### src/rtl/blink_scheduler.sv
// Multi-channel blink timing controller: one shared tick prescaler drives per-channel
// ON/OFF phase counters whose durations are double-buffered and committed on frame_start.
module blink_scheduler #(
   parameter int CHANNELS    = 2,
   parameter int TICK_DIV    = 500_000,
   parameter int DUR_W       = 8,
   parameter int DEFAULT_ON  = 50,
   parameter int DEFAULT_OFF = 50
) (
   input  logic                      clk,
   input  logic                      reset,
   input  logic                      cfg_we,
   input  logic [$clog2(CHANNELS):0] cfg_addr,
   input  logic [DUR_W-1:0]          cfg_data,
   input  logic                      frame_start,
   output logic [CHANNELS-1:0]       blink,
   output logic [CHANNELS-1:0]       pending
);

   localparam int PW = (TICK_DIV > 1) ? $clog2(TICK_DIV) : 1;
   localparam logic [DUR_W-1:0] DEF_ON  = DUR_W'(DEFAULT_ON);
   localparam logic [DUR_W-1:0] DEF_OFF = DUR_W'(DEFAULT_OFF);
   localparam logic [DUR_W-1:0] DEF_REM = (DEFAULT_ON > 0) ? DUR_W'(DEFAULT_ON - 1) : '0;

   typedef enum logic {
      PH_ON  = 1'b0,
      PH_OFF = 1'b1
   } phase_e;

   logic [PW-1:0]       presc_q;
   logic                tick;

   phase_e              phase_q   [CHANNELS];
   logic [DUR_W-1:0]    rem_q     [CHANNELS];
   logic [DUR_W-1:0]    sh_on_q   [CHANNELS];
   logic [DUR_W-1:0]    sh_off_q  [CHANNELS];
   logic [DUR_W-1:0]    act_on_q  [CHANNELS];
   logic [DUR_W-1:0]    act_off_q [CHANNELS];
   logic [CHANNELS-1:0] pending_q;

   logic [CHANNELS-1:0] wr_on;
   logic [CHANNELS-1:0] wr_off;

   assign tick    = (presc_q == PW'(TICK_DIV - 1));
   assign pending = pending_q;

   // Write decode and output level; out-of-range channel numbers simply match nothing.
   always_comb begin
      wr_on  = '0;
      wr_off = '0;
      blink  = '0;
      for (int c = 0; c < CHANNELS; c++) begin
         if (cfg_we && (int'(cfg_addr >> 1) == c)) begin
            wr_on[c]  = ~cfg_addr[0];
            wr_off[c] = cfg_addr[0];
         end
         if (act_on_q[c] == '0) begin
            blink[c] = 1'b0;
         end else if (act_off_q[c] == '0) begin
            blink[c] = 1'b1;
         end else begin
            blink[c] = (phase_q[c] == PH_ON);
         end
      end
   end

   always_ff @(posedge clk) begin
      if (reset) begin
         presc_q   <= '0;
         pending_q <= '0;
         for (int c = 0; c < CHANNELS; c++) begin
            sh_on_q[c]   <= DEF_ON;
            sh_off_q[c]  <= DEF_OFF;
            act_on_q[c]  <= DEF_ON;
            act_off_q[c] <= DEF_OFF;
            phase_q[c]   <= PH_ON;
            rem_q[c]     <= DEF_REM;
         end
      end else begin
         presc_q <= tick ? '0 : presc_q + PW'(1);
         for (int c = 0; c < CHANNELS; c++) begin
            if (wr_on[c]) sh_on_q[c] <= cfg_data;
            if (wr_off[c]) sh_off_q[c] <= cfg_data;

            // Commit reads the shadow before this cycle's write and overrides any tick.
            if (frame_start && pending_q[c]) begin
               act_on_q[c]  <= sh_on_q[c];
               act_off_q[c] <= sh_off_q[c];
               phase_q[c]   <= PH_ON;
               if (sh_on_q[c] != '0 && sh_off_q[c] != '0) begin
                  rem_q[c] <= sh_on_q[c] - DUR_W'(1);
               end else begin
                  rem_q[c] <= '0;
               end
            end else if (act_on_q[c] == '0 || act_off_q[c] == '0) begin
               phase_q[c] <= PH_ON;
               rem_q[c]   <= '0;
            end else if (tick) begin
               if (rem_q[c] == '0) begin
                  if (phase_q[c] == PH_ON) begin
                     phase_q[c] <= PH_OFF;
                     rem_q[c]   <= act_off_q[c] - DUR_W'(1);
                  end else begin
                     phase_q[c] <= PH_ON;
                     rem_q[c]   <= act_on_q[c] - DUR_W'(1);
                  end
               end else begin
                  rem_q[c] <= rem_q[c] - DUR_W'(1);
               end
            end

            if (wr_on[c] || wr_off[c]) begin
               pending_q[c] <= 1'b1;
            end else if (frame_start) begin
               pending_q[c] <= 1'b0;
            end
         end
      end
   end

endmodule

### config.mk
export PLATFORM = sky130hd
export DESIGN_NAME = blink_scheduler
export DESIGN_NICKNAME = d
export VERILOG_FILES = /design/src/rtl/blink_scheduler.sv
export SDC_FILE = /design/constraint.sdc
export NUM_CORES = 1
export LEC_CHECK = 0
export CAP_MARGIN = 20
export CORE_MARGIN = 3
export CORE_UTILIZATION = 62
export DETAILED_ROUTE_END_ITERATION = 10
export PLACE_DENSITY = 0.88
export RECOVER_POWER = 50
export SYNTH_ARGS = -nofsm -noshare
export SYNTH_HDL_FRONTEND = slang
export SYNTH_SLANG_ARGS = --single-unit
export TNS_END_PERCENT = 30
### constraint.sdc
create_clock -name clk -period 2.55 [get_ports clk]
set_input_delay 0.51 -clock clk [delete_from_list [all_inputs] [get_ports clk]]
set_output_delay 0.51 -clock clk [all_outputs]
set_load 0.02 [all_outputs]
Word-level counts from Yosys, hierarchy flattened
Memories as Yosys holds them, arrays and structs flattened.
Index checks and enable logic that the tools add are counted.
Widths: inputs -> output; s select.
{ "op_classes": {"n_addsub": 9, "n_eq_ne": 1, "muxes": 123, "bitwise_logic": 31, "n_reduce_logical": 24} }
{ "op_table": {"columns": ["operator", "n"], "rows": [
  ["$mux 8", 20],
  ["$mux 1", 103],
  ["$sub 8x1->8 const B", 8],
  ["$logic_not 8->1", 6],
  ["$logic_not 32->1", 1],
  ["$reduce_bool 8->1", 4],
  ["$or 1x1->1", 28],
  ["$add 19x1->19 const B", 1],
  ["$eq 19x19->1 const B", 1],
  ["$logic_and 1x1->1", 6],
  ["$logic_or 1x1->1", 4],
  ["$reduce_bool 2->1", 2],
  ["$not 1->1", 3],
  ["$reduce_or 2->1", 1]
]} }
{ "totals": {"regBits": 21, "ramBits": 82, "output_inout_bits": 4, "wordCells": 197, "mem_count": 6} }
{ "mem_list": {"columns": ["memory", "depth", "width", "rd", "rd_ports_with_merged_regs", "wr", "line", "rtl"], "rows": [
  ["act_off_q", 2, 8, 2, 0, 2, "38", "logic [DUR_W-1:0] act_off_q [CHANNELS];"],
  ["act_on_q", 2, 8, 2, 0, 2, "37", "logic [DUR_W-1:0] act_on_q [CHANNELS];"],
  ["rem_q", 2, 8, 2, 0, 2, "34", "logic [DUR_W-1:0] rem_q [CHANNELS];"],
  ["sh_off_q", 2, 8, 2, 0, 2, "36", "logic [DUR_W-1:0] sh_off_q [CHANNELS];"],
  ["sh_on_q", 2, 8, 2, 0, 2, "35", "logic [DUR_W-1:0] sh_on_q [CHANNELS];"],
  ["phase_q", 2, 1, 2, 0, 2, "33", "phase_e phase_q [CHANNELS];"]
]} }

Longest topological paths before layout
{ "logic_depth": {"ltp_word": 12, "depth_mapped": 9} }

Worst setup path after synthesis
OpenSTA, ideal clock, no wires.
{ "synth_timing": {"path_type": "register to output", "start": "mem act_off_q[0][0]", "end": "out blink[0]", "arrival_ps": 1964, "setup_slack_ps": 76, "stages_incl_launch_ff": 6, "cell_sequence": "edfxtp_1 inv_1 ha_1 or3b_1 or3_1 a21boi_0"} }
{ "synth_rtl": {"columns": ["item", "line", "rtl"], "rows": [
  ["start, declared", "38", null],
  ["end, declared", "16", "output logic [CHANNELS-1:0] blink,"]
]} }

==> run_results.csv <==
group,metric,value,unit
synth,synth_nets,575,
floorplanning,dieWidth,101.6,microns
pwr,peakVddDrop,0.0004514,V
pwr,pwr-share-seq,0.574,
timing,holdWs,0.4538,ns
synth,async_flop_share,0,
timing,fmax,0.3841,GHz
final_layout,diodes,0,
outcome,violations,"negative setup slack",
placed_design,gp_congestion,0.8677,
pwr,p_sw,916.8,uW
pwr,power.leakage,0.002284,uW
critical_path,rr_endpoint,"rem_q[1][5]$_DFFE_PP_",
detailed_routing,routed_wl,13780,microns
detailed_routing,drt_iter0_markers,395,
clock_network,clk_pin_slew,0.11,ns
synth,synth_edf_count,82,
final_layout,post-route-util,0.7371,
pwr,power.internal,2541,uW
pwr,powerDensity,532.7,nW/um^2
synth,syn_area_per_cell,10.39,sq um
clock_network,htreeDepth,3,
clock_network,cts_buffer_depth,2,
critical_path,rr_worst_depth,10,
synth,synth-seq-cells,103,
timing,drv_slew,0,
timing,hold_viol,0,
clock_network,cts.sinks,103,
timing,finalSetupTns,-0.2757,ns
critical_path,worstPathArrival,2.09,ns
final_layout,drive_gt1_frac,0.1331,
critical_path,critPathTopFamily,"simple AND/OR/NAND/NOR gates",
floorplanning,ioPinCount,18,
clock_network,hold_buffers,0,
global_route,grt_pass1_vias,4419,
clock_network,clk_latency,0.37,ns
synth,ys_seq_area_frac,0.5092,
pwr,netSwitchingFraction,0.2651,
timing,relSlewSlack,0.4460,
detailed_routing,postRouteAntennaNets,0,
clock_network,clockRootBuffer,"clkbuf_8",
timing,fin_ws,-0.05360,ns
min_path,hold_path.class,"flip-flop to flip-flop",
synth,synthesis.area,5662,sq um
min_path,min_from,"presc_q[0]$_SDFF_PP0_",
synth,ys.flop_type,"edfxtp_1",
critical_path,timing.critical_path.from_type,"flip-flop",
floorplanning,die_h,101.6,microns
outcome,status,"complete, but fails checks",
timing,finClkSkew,0.006210,ns
timing,worst_pin_slew,0.8311,ns
critical_path,worstPathRequired,2.04,ns
critical_path,slowest_delay,0.55,ns
timing,period_needed,2.604,ns
floorplanning,die_area,10310,sq um
critical_path,worstReg2RegStart,"act_off_q[0][0]$_SDFFCE_PN0P_",
final_layout,area_growth,14.65,%
floorplanning,initial_utilization,0.6429,
clock_network,cts_buffers,9,
timing,rsz0062_at_grt,"yes",
timing,fin_crit_sh,1.021,
floorplanning,core.rowCount,34,
pwr,clock_power_share,0.325,
critical_path,criticalPathCategory,"flip-flop to primary output",
critical_path,reg2reg_slack,-0.04,ns
floorplanning,core-area,8806,sq um
run,max_cap_violations,0,
critical_path,crit_chain,"or4_4 > or4b_4 > a21oi_2 > buf_4",
clock_network,cts_tree,"built",
detailed_routing,drc_errors,0,
placed_design,dp_hpwl,9505,microns
critical_path,cp_num_buf_inv,1,
min_path,hold_end,"presc_q[0]$_SDFF_PP0_",
pwr,pwr-share-comb,0.101,
global_route,grt_pass1_wl,21270,microns
final_layout,final_nets,626,
critical_path,crit_path_end_kind,"primary output",
detailed_routing,via_per_inst,6.409,
global_route,antenna_found_initial,0,
synth,synthCells,545,
timing,setup_viol,8,
synth,ys_types,58,
global_route,gr-total-overflow,0,
synth,yosysWarnings,0,
detailed_routing,vias,4544,
placed_design,io_buffers,17,
critical_path,crit_slowest_cell,"or4_4",
min_path,min_delay_path_depth,1,
detailed_routing,dr.pass1.iters,6,
global_route,grt_max_degree,33,
global_route,grt_usage,0.2653,
final_layout,fill_cells,541,
detailed_routing,wl_per_cell,19.43,microns
critical_path,path_max_fanout,2,
## synth_stat cells (2+ instances only)
library cell	n	area, sq um
o211ai_1	3	22.52
a211oi_1	3	22.52
nand3b_1	3	22.52
nand2b_1	16	100.1
o22ai_1	2	12.51
xnor2_1	24	210.2
buf_2	3	15.01
mux2i_1	6	60.06
o31ai_1	7	52.55
o21ai_1	9	45.04
and4_1	3	26.28
clkbuf_1	13	48.80
or3_1	14	87.58
and3_1	3	18.77
nand2_1	38	142.6
nor4b_2	2	30.03
a21oi_1	17	85.08
xor2_1	35	306.5
o21ai_0	12	60.06
nor3_1	13	65.06
nor3b_1	3	22.52
a22oi_1	2	15.01
nand4_1	5	31.28
inv_1	27	101.4
a31oi_1	4	25.02
edfxtp_1	82	2462
nor4b_1	3	26.28
nand3_1	21	105.1
nor4_1	15	93.84
ha_1	16	200.2
o32ai_1	3	26.28
dfxtp_1	21	420.4
nor2_1	55	206.5
or4_1	7	52.55
and2_1	31	193.9
and3_4	2	22.52
## per-stage QoR
stage / area (sq um) / total power, uW / cells / setup WS [ns]
after floorplan: 5662 / 2198 / 545 / 0.07645
after global placement: 6163 / 2319 / 688 / -0.1452
after detailed placement: 6163 / 2340 / 688 / -0.2450
after CTS: 6429 / 3425 / 706 / -0.07414
after global routing: 6491 / 3535 / 709 / -0.1140
final: 6491 / 3458 / 709 / -0.05360
## cells in the final DEF (no fill, tap or decap), types with 21 or more instances in the layout
master | netlist | layout
xnor2_1 | 24 | 24
edfxtp_1 | 82 | 82
nand3_1 | 21 | 21
nand2_1 | 38 | 37
nor2_1 | 55 | 55
xor2_1 | 35 | 35
and2_1 | 31 | 21
dfxtp_1 | 21 | 21
inv_1 | 27 | 25
buf_4 | 1 | 33
## routing by layer
layer,global-route usage,routed length [microns],up-vias
met2,0.4532,6707,257
met4,0.1104,602,0
met3,0.05372,962,59
met1,0.3292,5506,2161
li1,-,-,2067
met5,0,0,-
## cells by family after synthesis
group           share of synthesized area
buf+inv                           0.03050
flops                              0.5092
simple gates                       0.2382
compound gates                    0.08486
fa+ha+maj                         0.03536
xor+xnor                          0.09127
mux                               0.01061
## worst max-delay path by stage
stage	startpoint	endpoint	slack, ns	cells after the start
2_1_floorplan	act_off_q[0][0]$_SDFFCE_PN0P_	blink[0]	0.08	5
3_3_place_gp	act_off_q[0][0]$_SDFFCE_PN0P_	blink[0]	-0.15	6
3_5_place_dp	act_off_q[0][0]$_SDFFCE_PN0P_	blink[0]	-0.25	6
4_1_cts	act_off_q[0][11]$_SDFFCE_PN0P_	blink[1]	-0.07	4
5_1_grt	act_off_q[0][13]$_SDFFCE_PN1P_	blink[1]	-0.11	4
6_report	act_off_q[0][11]$_SDFFCE_PN0P_	blink[1]	-0.05	4
## repair_timing
item,4_1_cts,5_1_grt
setup buffers,2,3
pin swaps,4,4
setup endpoints to repair,9,22
gates resized for setup,21,12
## power by group through the flow
stage / clock, uW / sequential (uW) / combinational, uW
global route: 1170 / 1990 / 376
finish: 1120 / 1980 / 350
CTS: 1110 / 1980 / 334
detailed placement: 0 / 2020 / 324
floorplan: 0 / 2000 / 203
global placement: 0 / 2010 / 310
## registers in the layout (all words and copies together) (netlist names)
register   count
act_off_q     16
act_on_q      16
pending        2
phase_q        2
presc_q       19
rem_q         16
sh_off_q      16
sh_on_q       16
## final cells by class
type	count	area (sq um)	share of cell area
Sequential cell	103	2883	0.4441
Tap cell	108	135.1	0.02082
Multi-Input combinational cell	398	2709	0.4173
Clock inverter	7	97.59	0.01503
Timing Repair Buffer	57	441.7	0.06804
Clock buffer	9	123.9	0.01908
Inverter	27	101.3	0.01561
Note: power is estimated with default switching activity, not from simulation.
